`config.mk`:
```
export PLATFORM = sky130hd
export DESIGN_NAME = rx_uart_param
export DESIGN_NICKNAME = d
export VERILOG_FILES = /design/src/rtl/uart_pkg.sv /design/src/rtl/rx_sync.sv /design/src/rtl/rx_uart_param.sv
export SDC_FILE = /design/constraint.sdc
export NUM_CORES = 1
export LEC_CHECK = 0
export ABC_AREA = 0
export CORE_UTILIZATION = 50
export CTS_CLUSTER_DIAMETER = 80
export DETAILED_ROUTE_END_ITERATION = 6
export PLACE_DENSITY = 0.73
export SLEW_MARGIN = 20
export SYNTH_ARGS = -nofsm -noshare
export SYNTH_HDL_FRONTEND = slang
export SYNTH_SLANG_ARGS = --single-unit
export TNS_END_PERCENT = 10
```
`constraint.sdc`:
```
create_clock -name i_clk -period 2.1 [get_ports i_clk]
set_clock_uncertainty 0.15 [all_clocks]
set_input_delay 0.525 -clock i_clk [delete_from_list [all_inputs] [get_ports i_clk]]
set_output_delay 0.525 -clock i_clk [all_outputs]
set_load 0.05 [all_outputs]
```
`src/rtl/uart_pkg.sv`:
```
`default_nettype none
// ============================================================================
// Module  : uart_pkg
// Purpose : Shared definitions for the UART receiver: state encoding,
//           parity-mode constants and legal parameter ranges.
// Config  : UART_RX_PARITY_EN (consumed by rx_uart_param, not by this file)
// Revision: 1.0 - initial release
// ============================================================================
package uart_pkg;

    // Receiver state encoding (explicit 3-bit width)
    typedef logic [2:0] state_t;

    localparam state_t c_ST_IDLE   = 3'd0;
    localparam state_t c_ST_START  = 3'd1;
    localparam state_t c_ST_DATA   = 3'd2;
    localparam state_t c_ST_PARITY = 3'd3;
    localparam state_t c_ST_STOP   = 3'd4;

    // Parity modes for PARITY_ODD
    localparam int c_PARITY_EVEN = 0;
    localparam int c_PARITY_ODD  = 1;

    // Legal parameter ranges
    localparam int c_NB_DATA_MIN = 5;
    localparam int c_NB_DATA_MAX = 9;
    localparam int c_NB_STOP_MIN = 1;
    localparam int c_NB_STOP_MAX = 2;
    localparam int c_N_TICKS_MIN = 8;
    localparam int c_N_TICKS_MAX = 32;

endpackage : uart_pkg
`default_nettype wire

```
`src/rtl/rx_sync.sv`:
```
`default_nettype none
// ============================================================================
// Module  : rx_sync
// Purpose : Two-flop synchronizer for the asynchronous serial line. Both
//           flops reset to 1 so a reset never looks like a start bit.
// Ports   : i_clk  - clock
//           i_rst  - synchronous active-high reset
//           i_d    - asynchronous input
//           o_q    - synchronized output (2-cycle latency)
// Revision: 1.0 - initial release
// ============================================================================
module rx_sync (
    input  logic i_clk,
    input  logic i_rst,
    input  logic i_d,
    output logic o_q
);

    logic r_meta;
    logic r_sync;

    always_ff @(posedge i_clk) begin
        if (i_rst) begin
            r_meta <= 1'b1;
            r_sync <= 1'b1;
        end else begin
            r_meta <= i_d;
            r_sync <= r_meta;
        end
    end

    assign o_q = r_sync;

endmodule : rx_sync
`default_nettype wire

```
`src/rtl/rx_uart_param.sv`:
```
`default_nettype none
// ============================================================================
// Module  : rx_uart_param
// Purpose : Parameterized oversampling UART receiver. Start bit is checked at
//           mid-bit, data is shifted LSB-first, optional parity is checked and
//           NB_STOP stop bits are verified. Results update together with a
//           one-cycle o_rx_done pulse and hold until the next frame.
// Config  : UART_RX_PARITY_EN - when defined, a parity bit follows the data
//           bits and o_parity_err reports mismatches; otherwise it is tied 0.
// Ports   : i_clk        - clock
//           i_rst        - synchronous active-high reset
//           i_rate       - one-cycle oversampling tick (N_TICKS per bit)
//           i_rx         - asynchronous serial line, idle high
//           o_data       - last received word, LSB = first data bit
//           o_rx_done    - one-cycle pulse when a frame completes
//           o_frame_err  - a stop bit of the last frame sampled low
//           o_parity_err - parity mismatch in the last frame
// Revision: 1.0 - initial release
// ============================================================================
module rx_uart_param
    import uart_pkg::*;
#(
    parameter int NB_DATA    = 8,
    parameter int NB_STOP    = 1,
    parameter int N_TICKS    = 16,
    parameter int PARITY_ODD = 0
) (
    input  logic               i_clk,
    input  logic               i_rst,
    input  logic               i_rate,
    input  logic               i_rx,
    output logic [NB_DATA-1:0] o_data,
    output logic               o_rx_done,
    output logic               o_frame_err,
    output logic               o_parity_err
);

    // ------------------------------------------------------------------
    // Parameter range checks (elaboration time)
    // ------------------------------------------------------------------
    if (NB_DATA < c_NB_DATA_MIN || NB_DATA > c_NB_DATA_MAX) begin : g_bad_nb_data
        $error("rx_uart_param: NB_DATA out of range");
    end
    if (NB_STOP < c_NB_STOP_MIN || NB_STOP > c_NB_STOP_MAX) begin : g_bad_nb_stop
        $error("rx_uart_param: NB_STOP out of range");
    end
    if (N_TICKS < c_N_TICKS_MIN || N_TICKS > c_N_TICKS_MAX || (N_TICKS % 2) != 0) begin : g_bad_n_ticks
        $error("rx_uart_param: N_TICKS must be even and in range");
    end
    if (PARITY_ODD != c_PARITY_EVEN && PARITY_ODD != c_PARITY_ODD) begin : g_bad_parity
        $error("rx_uart_param: PARITY_ODD must be 0 or 1");
    end

    localparam int              c_TW        = $clog2(N_TICKS);
    localparam logic [c_TW-1:0] c_TICK_MID  = c_TW'(N_TICKS / 2 - 1);
    localparam logic [c_TW-1:0] c_TICK_LAST = c_TW'(N_TICKS - 1);
    localparam logic [3:0]      c_DATA_LAST = 4'(NB_DATA - 1);
    localparam logic [3:0]      c_STOP_LAST = 4'(NB_STOP - 1);

    // ------------------------------------------------------------------
    // Line synchronizer
    // ------------------------------------------------------------------
    logic w_rx;

    rx_sync u_rx_sync (
        .i_clk (i_clk),
        .i_rst (i_rst),
        .i_d   (i_rx),
        .o_q   (w_rx)
    );

    // ------------------------------------------------------------------
    // FSM and datapath
    // ------------------------------------------------------------------
    state_t             r_state;
    logic [c_TW-1:0]    r_tick;
    logic [3:0]         r_bit;
    logic [NB_DATA-1:0] r_shift;
    logic               r_armed;     // line seen high since the last frame
    logic               r_ferr_acc;  // low stop sample seen in this frame
    logic [NB_DATA-1:0] r_data;
    logic               r_rx_done;
    logic               r_frame_err;
`ifdef UART_RX_PARITY_EN
    localparam logic    c_ODD_BIT = (PARITY_ODD != 0);
    logic               r_par_bit;
    logic               r_parity_err;
`endif

    always_ff @(posedge i_clk) begin
        if (i_rst) begin
            r_state     <= c_ST_IDLE;
            r_tick      <= '0;
            r_bit       <= '0;
            r_shift     <= '0;
            r_armed     <= 1'b0;
            r_ferr_acc  <= 1'b0;
            r_data      <= '0;
            r_rx_done   <= 1'b0;
            r_frame_err <= 1'b0;
`ifdef UART_RX_PARITY_EN
            r_par_bit    <= 1'b0;
            r_parity_err <= 1'b0;
`endif
        end else begin
            r_rx_done <= 1'b0;
            case (r_state)
                c_ST_IDLE: begin
                    // Ticks are ignored here; a start is taken only from a
                    // high-to-low transition, never from a line held low.
                    r_tick <= '0;
                    r_bit  <= '0;
                    if (w_rx) begin
                        r_armed <= 1'b1;
                    end else if (r_armed) begin
                        r_armed <= 1'b0;
                        r_state <= c_ST_START;
                    end
                end

                c_ST_START: begin
                    if (i_rate) begin
                        if (r_tick == c_TICK_MID) begin
                            r_tick <= '0;
                            r_bit  <= '0;
                            // Still high at mid-bit means a glitch: drop it
                            r_state <= w_rx ? c_ST_IDLE : c_ST_DATA;
                        end else begin
                            r_tick <= r_tick + c_TW'(1);
                        end
                    end
                end

                c_ST_DATA: begin
                    if (i_rate) begin
                        if (r_tick == c_TICK_LAST) begin
                            r_tick  <= '0;
                            r_shift <= {w_rx, r_shift[NB_DATA-1:1]};
                            if (r_bit == c_DATA_LAST) begin
                                r_bit      <= '0;
                                r_ferr_acc <= 1'b0;
`ifdef UART_RX_PARITY_EN
                                r_state    <= c_ST_PARITY;
`else
                                r_state    <= c_ST_STOP;
`endif
                            end else begin
                                r_bit <= r_bit + 4'd1;
                            end
                        end else begin
                            r_tick <= r_tick + c_TW'(1);
                        end
                    end
                end

`ifdef UART_RX_PARITY_EN
                c_ST_PARITY: begin
                    if (i_rate) begin
                        if (r_tick == c_TICK_LAST) begin
                            r_tick    <= '0;
                            r_par_bit <= w_rx;
                            r_state   <= c_ST_STOP;
                        end else begin
                            r_tick <= r_tick + c_TW'(1);
                        end
                    end
                end
`endif

                c_ST_STOP: begin
                    if (i_rate) begin
                        if (r_tick == c_TICK_LAST) begin
                            r_tick <= '0;
                            if (r_bit == c_STOP_LAST) begin
                                // Frame complete: publish everything together
                                r_bit       <= '0;
                                r_data      <= r_shift;
                                r_frame_err <= r_ferr_acc | ~w_rx;
`ifdef UART_RX_PARITY_EN
                                r_parity_err <= (^r_shift) ^ r_par_bit ^ c_ODD_BIT;
`endif
                                r_rx_done   <= 1'b1;
                                r_state     <= c_ST_IDLE;
                            end else begin
                                r_ferr_acc <= r_ferr_acc | ~w_rx;
                                r_bit      <= r_bit + 4'd1;
                            end
                        end else begin
                            r_tick <= r_tick + c_TW'(1);
                        end
                    end
                end

                default: begin
                    r_state <= c_ST_IDLE;
                end
            endcase
        end
    end

    assign o_data      = r_data;
    assign o_rx_done   = r_rx_done;
    assign o_frame_err = r_frame_err;
`ifdef UART_RX_PARITY_EN
    assign o_parity_err = r_parity_err;
`else
    assign o_parity_err = 1'b0;
`endif

endmodule : rx_uart_param
`default_nettype wire

```
==> results of run 1 <==
[through the flow]
step / hold slack [ns] / TNS, ns
finish: 0.267 / 0
global route: 0.300 / -0.122
CTS: 0.269 / 0
detailed placement: 0.246 / -3.23
global placement: 0.242 / -1.63
floorplan: 0.239 / 0
[sequential cells by signal, summed over array words and instances, names as in the netlist]
| register | count |
|---|---|
| o_rx_done | 1 |
| r_shift | 8 |
| u_rx_sync.r_meta | 1 |
| r_armed | 1 |
| o_data | 8 |
| r_bit | 4 |
| o_frame_err | 1 |
| r_tick | 4 |
| r_ferr_acc | 1 |
| u_rx_sync.o_q | 1 |
| r_state | 3 |
[metal layers]
| metal | global-route usage | up-vias | routed length, um |
|---|---|---|---|
| met1 | 0.266 | 574 | 1450 |
| li1 | - | 633 | - |
| met4 | 0.0836 | 0 | 38 |
| met2 | 0.339 | 17 | 1530 |
| met3 | 0.0476 | 6 | 79 |
| met5 | 0 | - | 0 |
[area by class of cell]
type	instances	share of cell area
inverter	5	0.0102
clock inverter	2	0.00544
tap	31	0.0211
sequential	33	0.362
multi-input combinational	118	0.465
clock buffer	6	0.0224
timing repair buffer	27	0.114
[worst max-delay path: cells and delay by family, from the launching register on]
kind | cells | cell delay [ns]
adder cells (fa/ha/maj) | 1 | 0.17
buffers and inverters | 1 | 0.05
flip-flops | 1 | 0.34
AND/OR/NAND/NOR | 2 | 0.75
AO/OA/AOI/OAI | 3 | 0.47
[power breakdown]
group | internal, W | total, W | switching, W
sequential | 0.000631 | 0.000639 | 0.00000747
combinational | 0.0000360 | 0.0000804 | 0.0000445
clock | 0.000127 | 0.000343 | 0.000216
total | 0.000795 | 0.00106 | 0.000268
[what timing repair did]
item / CTS / global route
pin swaps: 1 / 3
gates resized for setup: 6 / 13
endpoints found under the setup margin: 6 / 6
[cell usage after synthesis, types with 2 or more instances]
cell type	n	area share
a21oi_1	11	0.036
nor3_1	3	0.0099
nand2_1	6	0.015
buf_2	2	0.0066
clkbuf_1	4	0.0099
mux2i_1	17	0.11
nand4b_1	2	0.012
nor2_1	24	0.060
ha_1	3	0.025
inv_1	5	0.012
nor2b_1	2	0.0083
nand4_1	2	0.0083
o21ai_0	4	0.013
nand3b_1	2	0.0099
dfxtp_1	33	0.44
nand3_1	9	0.030
or3_1	2	0.0083
or2_2	4	0.017
a211oi_1	3	0.015
nor3b_1	4	0.020
[path summary, 6_finish.rpt]
check | startpoint | end | depth (start not counted)
max | r_bit[1] | r_state[2] | 7
max reg2reg | r_bit[1] | r_state[2] | 7
min | u_rx_sync.r_meta | u_rx_sync.o_q | 1
min reg2reg | u_rx_sync.r_meta | u_rx_sync.o_q | 1
[cell families (layout without fill, tap and decap cells)]
| logic type | after synthesis | after routing | synth area share |
|---|---|---|---|
| xor gates and xnor gates | 2 | 2 | 0.0165 |
| other | 1 | 1 | 0.00248 |
| DFF | 33 | 33 | 0.436 |
| muxes | 18 | 18 | 0.127 |
| adders and majority gates | 3 | 3 | 0.0248 |
| AOI/OAI and AO/OA | 27 | 27 | 0.117 |
| buffers and inverters | 13 | 40 | 0.0413 |
| and+or+nand+nor | 67 | 67 | 0.235 |
==> results.toml, run 1 <==
[flow_run]
maxCapViolCount = 0

[grt]
grt_max_degree = 13
grt_pass1_vias = 1213
antenna_found_initial = 0
grt_util_all_layers = 0.207
overflow = 0
grt_pass1_wl_mm = 5.27

[cts]
worstSkewPairLatency_ns = 0.34
cts-root-buf = "clkbuf_4"
clkSlewWorstSetupHoldPaths_ns = 0.11
cts.sinks = 33
ctsLongestPathBuffers = 2
htreeDepth = 2
postCtsSetupBuffers = 0
postCtsHoldBufs = 0
cts-buffers-inserted = 5
cts_tree = "yes"

[sta]
max_freq_mhz = 482
period_share = 0.987
min_period_ns = 2.07
hold_viol_final = 0
timing.final.ws_setup_ns = 0.0272
report.final.slew_viol_count = 0
setup_violations = 0
rsz0062_at_grt = "yes"

[final_layout]
seqCellArea_sq_um = 666
fillCellCount = 232
area_growth_pct = 21.6
multiInputGateArea_sq_um = 856
diodes = 0
layout-drive-gt1-share = 0.298
nNetsFinal = 197
fin_area_sq_um = 1840
final_cells = 222
final_common_cell = "dfxtp_1"
final_cell_mix = "29 x dfxtp_1, 24 x nor2_1, 24 x buf_4"
fin_util = 0.656

[floorplanning]
die_h_um = 57.0
die_w_um = 57.0
dieArea_sq_um = 3250
row_count = 19
ios = 15
core_sq_um = 2810
start_util = 0.540

[power]
ir_worst_vdd_v = 0.000592
power_w = 0.00106
power_density_nw_per_um2 = 577
power.leakage_nw = 0.671

[route]
drt_wl_total_mm = 3.10
wl_per_cell_um = 13.9
ant_nets = 0
drc = 2
viasPerCell = 5.54
drt_pass1_iterations = 6
via_count = 1230
drtIter0Drc = 32

[setup_path]
crit_path_top_delay_cell = "or3b_4"
r2r_slack_ns = 0.03
worstPathRequired_ns = 2.16
end_kind = "flip-flop"
path_cells = "inv_1 -> ha_2 -> or3b_4 -> a22o_4 -> or3_4 -> o21ai_1 -> a21oi_1"
arrival_ns = 2.13
worstPathMaxFanout = 3
cp_slowest_stage_delay_ns = 0.39
start_kind = "flip-flop"
path_class = "flip-flop to flip-flop"

[placed_design]
place_area_sq_um = 1720
port_buffers = 13
dp_cells = 214
dp_hpwl_mm = 2.15
gp_congestion = 0.862
place_ws_ns = -0.397

[synthesis]
synth_fp_nets = 171
synthFlopType = "dfxtp_1"
synth_enable_flop_cells = 0
synthDistinctLibCells = 42
ys_warn_count = 0
synth_area_sq_um = 1510
synthCells = 164
ys_ff_latch = 33
synth.avg_cell_area_sq_um = 9.23
async_reset_ff_frac = 0
ys_seq_area_frac = 0.436

[min_path]
hold_class = "flip-flop to flip-flop"

[run_status]
status = "finished, violations left"
failed_checks = "design-rule violations"
Note: power is estimated with default switching activity, not from simulation.
==> run 2, diff against run 1 <==
--- a/config.mk
+++ b/config.mk
@@ -10,6 +10,7 @@
 export CTS_CLUSTER_DIAMETER = 80
 export DETAILED_ROUTE_END_ITERATION = 6
 export PLACE_DENSITY = 0.73
+export SETUP_SLACK_MARGIN = 0.15
 export SLEW_MARGIN = 20
 export SYNTH_ARGS = -nofsm -noshare
 export SYNTH_HDL_FRONTEND = slang
==> run 2 against run 1 <==
Against the previous run: the run now ends clean; final cell count increased by 2.3%; clock-buffer cell count down 1; combinational power increased by 0.6%; sequential power is essentially flat; wire length up 8.4%; via count grew 1.8%; non-clock buffer count increased by 5; worst setup slack better by 0.016 ns; clock power rose by 4%; sequential share of layout area decreased by 0.81 points; register-to-register slack better by 0.02 ns; critical path type unchanged; largest power group unchanged; highest routed layer unchanged.
==> results.toml, run 2 (same netlist as run 1, synthesis figures left out) <==
[placed_design]
gp_congestion = 0.885
dp_cells = 217
dp_hpwl_mm = 2.33
place_area_sq_um = 1750
port_buffers = 13
place_ws_ns = -0.342

[sta]
period_share = 0.979
min_period_ns = 2.06
report.final.slew_viol_count = 0
hold_viol_final = 0
timing.final.ws_setup_ns = 0.0436
max_freq_mhz = 486
rsz0062_at_grt = "yes"
setup_violations = 0

[setup_path]
path_cells = "inv_2 -> ha_4 -> or3b_4 -> a22o_4 -> or3_4 -> o21ai_2 -> a21oi_1"
cp_num_buf_inv = 1
cp_top_family = "simple AND/OR/NAND/NOR gates"
worstPathMaxFanout = 3
crit_path_start = "r_bit[1]"
arrival_ns = 2.15
worstPathRequired_ns = 2.19
cp.depth = 7
reg2regPathDepth = 7
worstReg2RegStart = "r_bit[1]"
crit_path_top_delay_cell = "or3_4"
start_kind = "flip-flop"
end_kind = "flip-flop"
path_class = "flip-flop to flip-flop"
cp_slowest_stage_delay_ns = 0.41

[final_layout]
layout-drive-gt1-share = 0.321
final_common_cell = "dfxtp_1"
nNetsFinal = 202
seqCellArea_sq_um = 664
diodes = 0
fin_area_sq_um = 1880
final_cell_mix = "30 x dfxtp_1, 29 x buf_4, 24 x nor2_1"
final_cells = 227
multiInputGateArea_sq_um = 855
fillCellCount = 227
area_growth_pct = 24.1

[route]
wl_per_cell_um = 14.8
drtIter0Drc = 65
drt_wl_total_mm = 3.36
ant_nets = 0
viasPerCell = 5.52
via_count = 1252
drc = 0
drt_pass1_iterations = 4

[power]
power.switching_w = 0.000284
ir_worst_vdd_v = 0.000525
p_int_w = 0.000795
pwr-share-comb = 0.075
clock_power_share = 0.332
p_seq_frac = 0.593
switching_share = 0.263
power_density_nw_per_um2 = 574
power.leakage_nw = 0.695

[cts]
cts-buffers-inserted = 5
cts-root-buf = "clkbuf_4"
worstSkewPairLatency_ns = 0.35
cts.sinks = 33
cts_tree = "yes"
clkSlewWorstSetupHoldPaths_ns = 0.11
htreeDepth = 2
ctsLongestPathBuffers = 2

[grt]
grt_util_all_layers = 0.225
grt_pass1_vias = 1266
grt_pass1_wl_mm = 5.53
grt_max_degree = 18
antenna_found_initial = 0
overflow = 0

[min_path]
hp-start = "u_rx_sync.r_meta"
whs_path_depth = 1
hold_class = "flip-flop to flip-flop"

[floorplanning]
start_util = 0.540
die_w_um = 57.0
dieArea_sq_um = 3250
ios = 15
die_h_um = 57.0
row_count = 19
core_sq_um = 2810

[run_status]
status = "completed"

[flow_run]
maxCapViolCount = 0
==> run 2: worst reg2reg max path: cells and delay by family (launching register included) <==
kind	cells	cell delay (ns)
flip-flops	1	0.34
buffers and inverters	1	0.06
adder cells (fa/ha/maj)	1	0.13
AO/OA/AOI/OAI	3	0.47
AND/OR/NAND/NOR	2	0.81
==> run 2: power by group through the flow <==
stage / Sequential [W] / Combinational [W] / Clock (W)
floorplan: 0.000650 / 0.0000521 / 0
global placement: 0.000653 / 0.0000739 / 0
detailed placement: 0.000653 / 0.0000769 / 0
CTS: 0.000639 / 0.0000792 / 0.000365
global route: 0.000641 / 0.0000875 / 0.000389
finish: 0.000640 / 0.0000809 / 0.000358
==> run 2: per-stage QoR <==
step                setup TNS, ns  total power (W)   util  hold WS, ns
global route              -0.0236          0.00112  0.670        0.292
global placement            -1.37         0.000726  0.624        0.243
finish                          0          0.00108  0.670        0.271
detailed placement          -2.42         0.000730  0.624        0.243
floorplan                       0         0.000702      -        0.239
CTS                             0          0.00108  0.653        0.272
==> run 2: path summary, 6_finish.rpt <==
kind	endpoint	slack (ns)
hold reg to reg	u_rx_sync.o_q	0.27
setup reg to reg	r_state[2]	0.04
hold / removal	u_rx_sync.o_q	0.27
setup / recovery	r_state[2]	0.04
==> run 2: area by class of cell <==
class / count / area share
Multi-Input combinational cell: 118 / 0.455
Sequential cell: 33 / 0.354
Timing Repair Buffer: 32 / 0.132
Tap cell: 31 / 0.0206
Clock buffer: 5 / 0.0200
Inverter: 5 / 0.00999
Clock inverter: 3 / 0.00932
==> run 2: per-layer routing <==
layer,vias up,routed length [um],global-route usage
met4,0,63,0.118
met2,23,1650,0.376
met3,9,110,0.0522
li1,644,-,-
met1,576,1530,0.268
met5,-,0,0
==> run 2: repair_timing <==
| item | CTS | global route |
|---|---|---|
| pin swaps | 0 | 7 |
| buffers inserted | 0 | 2 |
| endpoints found under the setup margin | 7 | 18 |
| hold buffers | 0 | 0 |
| resized for setup | 6 | 9 |
==> run 3, diff against run 2 <==
--- a/config.mk
+++ b/config.mk
@@ -6,8 +6,9 @@
 export NUM_CORES = 1
 export LEC_CHECK = 0
 export ABC_AREA = 0
+export CORE_MARGIN = 1
 export CORE_UTILIZATION = 50
-export CTS_CLUSTER_DIAMETER = 80
+export CTS_CLUSTER_DIAMETER = 200
 export DETAILED_ROUTE_END_ITERATION = 6
 export PLACE_DENSITY = 0.73
 export SETUP_SLACK_MARGIN = 0.15
==> results of run 3 <==
The final DEF is identical to that of run 2; final timing and power are the same.
==> edit 1: new RTL, config.mk and constraints of run 2 <==
Put one more register stage on the output `o_frame_err`, cleared by the reset. The value now appears one clock later. The other outputs are not delayed to match.
--- a/src/rtl/rx_uart_param.sv
+++ b/src/rtl/rx_uart_param.sv
@@ -200,7 +200,13 @@
 
     assign o_data      = r_data;
     assign o_rx_done   = r_rx_done;
-    assign o_frame_err = r_frame_err;
+    always_ff @(posedge i_clk) begin
+        if (i_rst) begin
+            o_frame_err <= '0;
+        end else begin
+            o_frame_err <= r_frame_err;
+        end
+    end
 `ifdef UART_RX_PARITY_EN
     assign o_parity_err = r_parity_err;
 `else
Check against the original RTL: same outputs for any inputs over 10 cycles, from zero or initial values and one cycle with i_rst high; that may be too few to reach the edited logic, so the function may still have changed.
==> edit 1 against run 2 <==
- maximum frequency is 2.1% higher
- sequential share of layout area increased by 0.36 points
- clock power increased by 10%
- die area increased by 1.7%
- utilization rose by 1.3 points
- sequential cell count increased by 1
- power up 5.3%
- area after synthesis grew 1.7%
- non-clock buffer count decreased by 3
- critical path depth unchanged
- cell area is 2.7% higher
- worst setup slack gained 0.043 ns
- wire length shrank 4.4%
- count of clock-buffer cells in the layout is 1 higher
- largest power group unchanged
==> edit 1: results (changes against run 2) <==
[global_route]
grt_max_degree=20  ; +2
grt_util_met3=0.0703  ; +0.0181
met2_usage=0.342  ; -0.0343
grt_pass1_vias=1236  ; -2.4%
grtUsageMet1=0.273  ; +0.00443

[setup_path]
critPathSlowestCell=or3b_4
slowest_delay_ns=0.39  ; -0.02 ns
crit_start=r_bit[0]
reg2reg_slack_ns=0.09  ; +0.04 ns
crit_end=r_state[0]

[floorplan]
die_x_um=57.5  ; +0.83%

[synthesis]
ys_seq_area_frac=0.442  ; +0.00555
synth.area.top_cells=dfxtp_1 44%, mux2i_1 11%, nor2_1 5.8%, a21oi_1 3.6%, nand3_1 2.9%
syn-num-nets=173  ; +1.2%

[power_and_ir_drop]
p_sw_mw=0.287  ; +1.2%
p_comb_mw=0.0850  ; +5.1%
vdd_drop_max_mv=0.454  ; -13%

[final_layout]
n_fill_cell=201  ; -11%
layout.nets=201  ; -0.50%
drive_above_1_share=0.359  ; +0.0375

[routing]
drt-total-wl_um=3210  ; -4.4%
wl_met3_um=119  ; +8.2%
wl_per_cell_um=14.2  ; -4.0%
met1_length_um=1480  ; -3.3%
wl_met2_um=1550  ; -6.4%
viasPerCell=5.62  ; +2.0%

[clocking]
cts_resized=5  ; -1
post_cts_buffers=1  ; +1

[placed_design]
place_congestion=0.848  ; -4.1%
dp_hpwl_um=2280  ; -2.5%

[run_status]
outcome=complete, no violations

-- edit 1: final cells by class --
type	instances	area [µm²]	area share
timing repair buffer	29	228	0.118
multi-input combinational	119	892	0.462
clock inverter	2	12.5	0.00648
inverter	5	18.8	0.00972
clock buffer	6	51.3	0.0266
tap	31	38.8	0.0201
sequential	34	689	0.357
-- edit 1: stage by stage --
stage,TNS (ns),utilization,cell area (µm²),setup WS (ns),hold slack [ns]
6_report,0,0.682,1930,0.0863,0.271
5_1_grt,0,0.682,1930,0.0343,0.288
4_1_cts,0,0.654,1850,0.0690,0.274
3_5_place_dp,-2.17,0.622,1760,-0.251,0.249
3_3_place_gp,-1.39,0.622,1760,-0.224,0.245
2_1_floorplan,0,-,1550,0.178,0.239
-- edit 1: cells by family after synthesis --
kind of cell,Yosys count,synth area share
DFF,34,0.442
AOI/OAI and AO/OA,27,0.115
and+or+nand+nor,68,0.235
buffers and inverters,13,0.0406
xor gates and xnor gates,2,0.0163
adders and majority gates,3,0.0244
other,1,0.00243
muxes,18,0.125
==> edit 2: new RTL, config.mk and constraints of run 2 <==
Without the edit above. Set the parameter `NB_DATA` to 9 (it was 8).
--- a/src/rtl/rx_uart_param.sv
+++ b/src/rtl/rx_uart_param.sv
@@ -20,7 +20,7 @@
 module rx_uart_param
     import uart_pkg::*;
 #(
-    parameter int NB_DATA    = 8,
+    parameter int NB_DATA    = 9,
     parameter int NB_STOP    = 1,
     parameter int N_TICKS    = 16,
     parameter int PARITY_ODD = 0
Ports: changed (resized o_data); port bits go from 15 to 16. No check against the original RTL was run, so the function may have changed too.
==> edit 2 against run 2 <==
- sequential cell count rose by 2
- area after synthesis rose by 9.6%
- combinational power rose by 4.3%
- utilization fell by 0.22 points
- worst setup slack improved by 0.18 ns
- wire length fell by 4.1%
- final cell count rose by 10%
- cell area rose by 10%
- sequential share of layout area fell by 0.75 points
- power rose by 25%
- count of clock-buffer cells in the layout rose by 1
- critical endpoint is now r_state[1]
- highest routed layer unchanged
==> edit 2: results (changes against run 2) <==
[synthesis]
synth_fa_ha_area_frac=0.0287  ; +0.00386
ys_seq_area_frac=0.422  ; -0.0140
synth.area.mux_share=0.133  ; +0.00546
synth_compound_area_frac=0.124  ; +0.00715
syn-num-nets=190  ; +11%
synthTopCellsByCount=35 x dfxtp_1, 34 x nor2_1, 22 x mux2i_1
synth_top_area_frac=0.422  ; -0.0140
synth.area.top_cells=dfxtp_1 42%, mux2i_1 13%, nor2_1 7.7%, a21oi_1 2.7%, ha_1 2.3%
synth_area_mm2=0.00166  ; +9.6%
synth_xor_xnor_area_share=0.0211  ; +0.00459
synthCells=183  ; +12%

[final_layout]
stdcell_count=250  ; +10%
layout.nets=212  ; +5.0%
n_fill_cell=257  ; +13%
drive_above_1_share=0.286  ; -0.0350

[setup_path]
crit_end=r_state[1]
regToRegStartpoint=r_bit[0]
arrival_ns=1.96  ; -0.19 ns
critPathSlowestCell=nor4_4
slowest_delay_ns=0.40
cp_max_fo=4  ; +1

[power_and_ir_drop]
powerDensity_mw_per_mm2=653  ; +14%
p_leak_nw=0.849  ; +22%
vdd_drop_max_mv=0.544  ; +3.6%

[clocking]
clk_root_buffer_cell=clkbuf_4
cts_resized=8  ; +2
post_cts_buffers=0  ; unchanged

[routing]
drt_iter0_markers=76  ; +17%
wl_met3_um=155  ; +41%

[run_status]
outcome=complete, no violations

[global_route]
grtUsageMet1=0.244  ; -0.0244
grt_pass1_vias=1300  ; +2.7%
grt_util_met3=0.0830  ; +0.0308
grt_pass1_wl_um=5490  ; -0.62%
met2_usage=0.348  ; -0.0282

[placed_design]
dp_hpwl_um=2230  ; -4.6%
place_congestion=0.869  ; -1.8%
placement.io_buffers=14  ; +1
dp_slack_ns=-0.355  ; -0.0131 ns
placed_area_mm2=0.00187  ; +6.7%
placed_cells=242  ; +12%

[timing]
fin_ws_ns=0.220  ; +0.176 ns

edit 2: how the worst min path moves through the flow:
stage                     startpoint            end  slack, ns  cells after the start
floorplan           u_rx_sync.r_meta  u_rx_sync.o_q       0.24                      1
global placement    u_rx_sync.r_meta  u_rx_sync.o_q       0.25                      1
detailed placement  u_rx_sync.r_meta  u_rx_sync.o_q       0.25                      1
CTS                 u_rx_sync.r_meta  u_rx_sync.o_q       0.29                      1
global route        u_rx_sync.r_meta  u_rx_sync.o_q       0.31                      1
finish              u_rx_sync.r_meta  u_rx_sync.o_q       0.28                      1
edit 2: power breakdown:
group,switching [mW],leakage [nW],total [mW],internal (mW)
Clock,0.222,0.0525,0.593,0.371
Combinational,0.0448,0.509,0.0844,0.0396
Sequential,0.00921,0.287,0.675,0.666
edit 2: cell type report:
class	instances	share of cell area
well taps	44	0.0266
clock inverters	2	0.0290
repair buffers	28	0.106
clock buffers	6	0.0199
inverters	7	0.0127
multi-input cells	128	0.460
flip-flops and latches	35	0.346
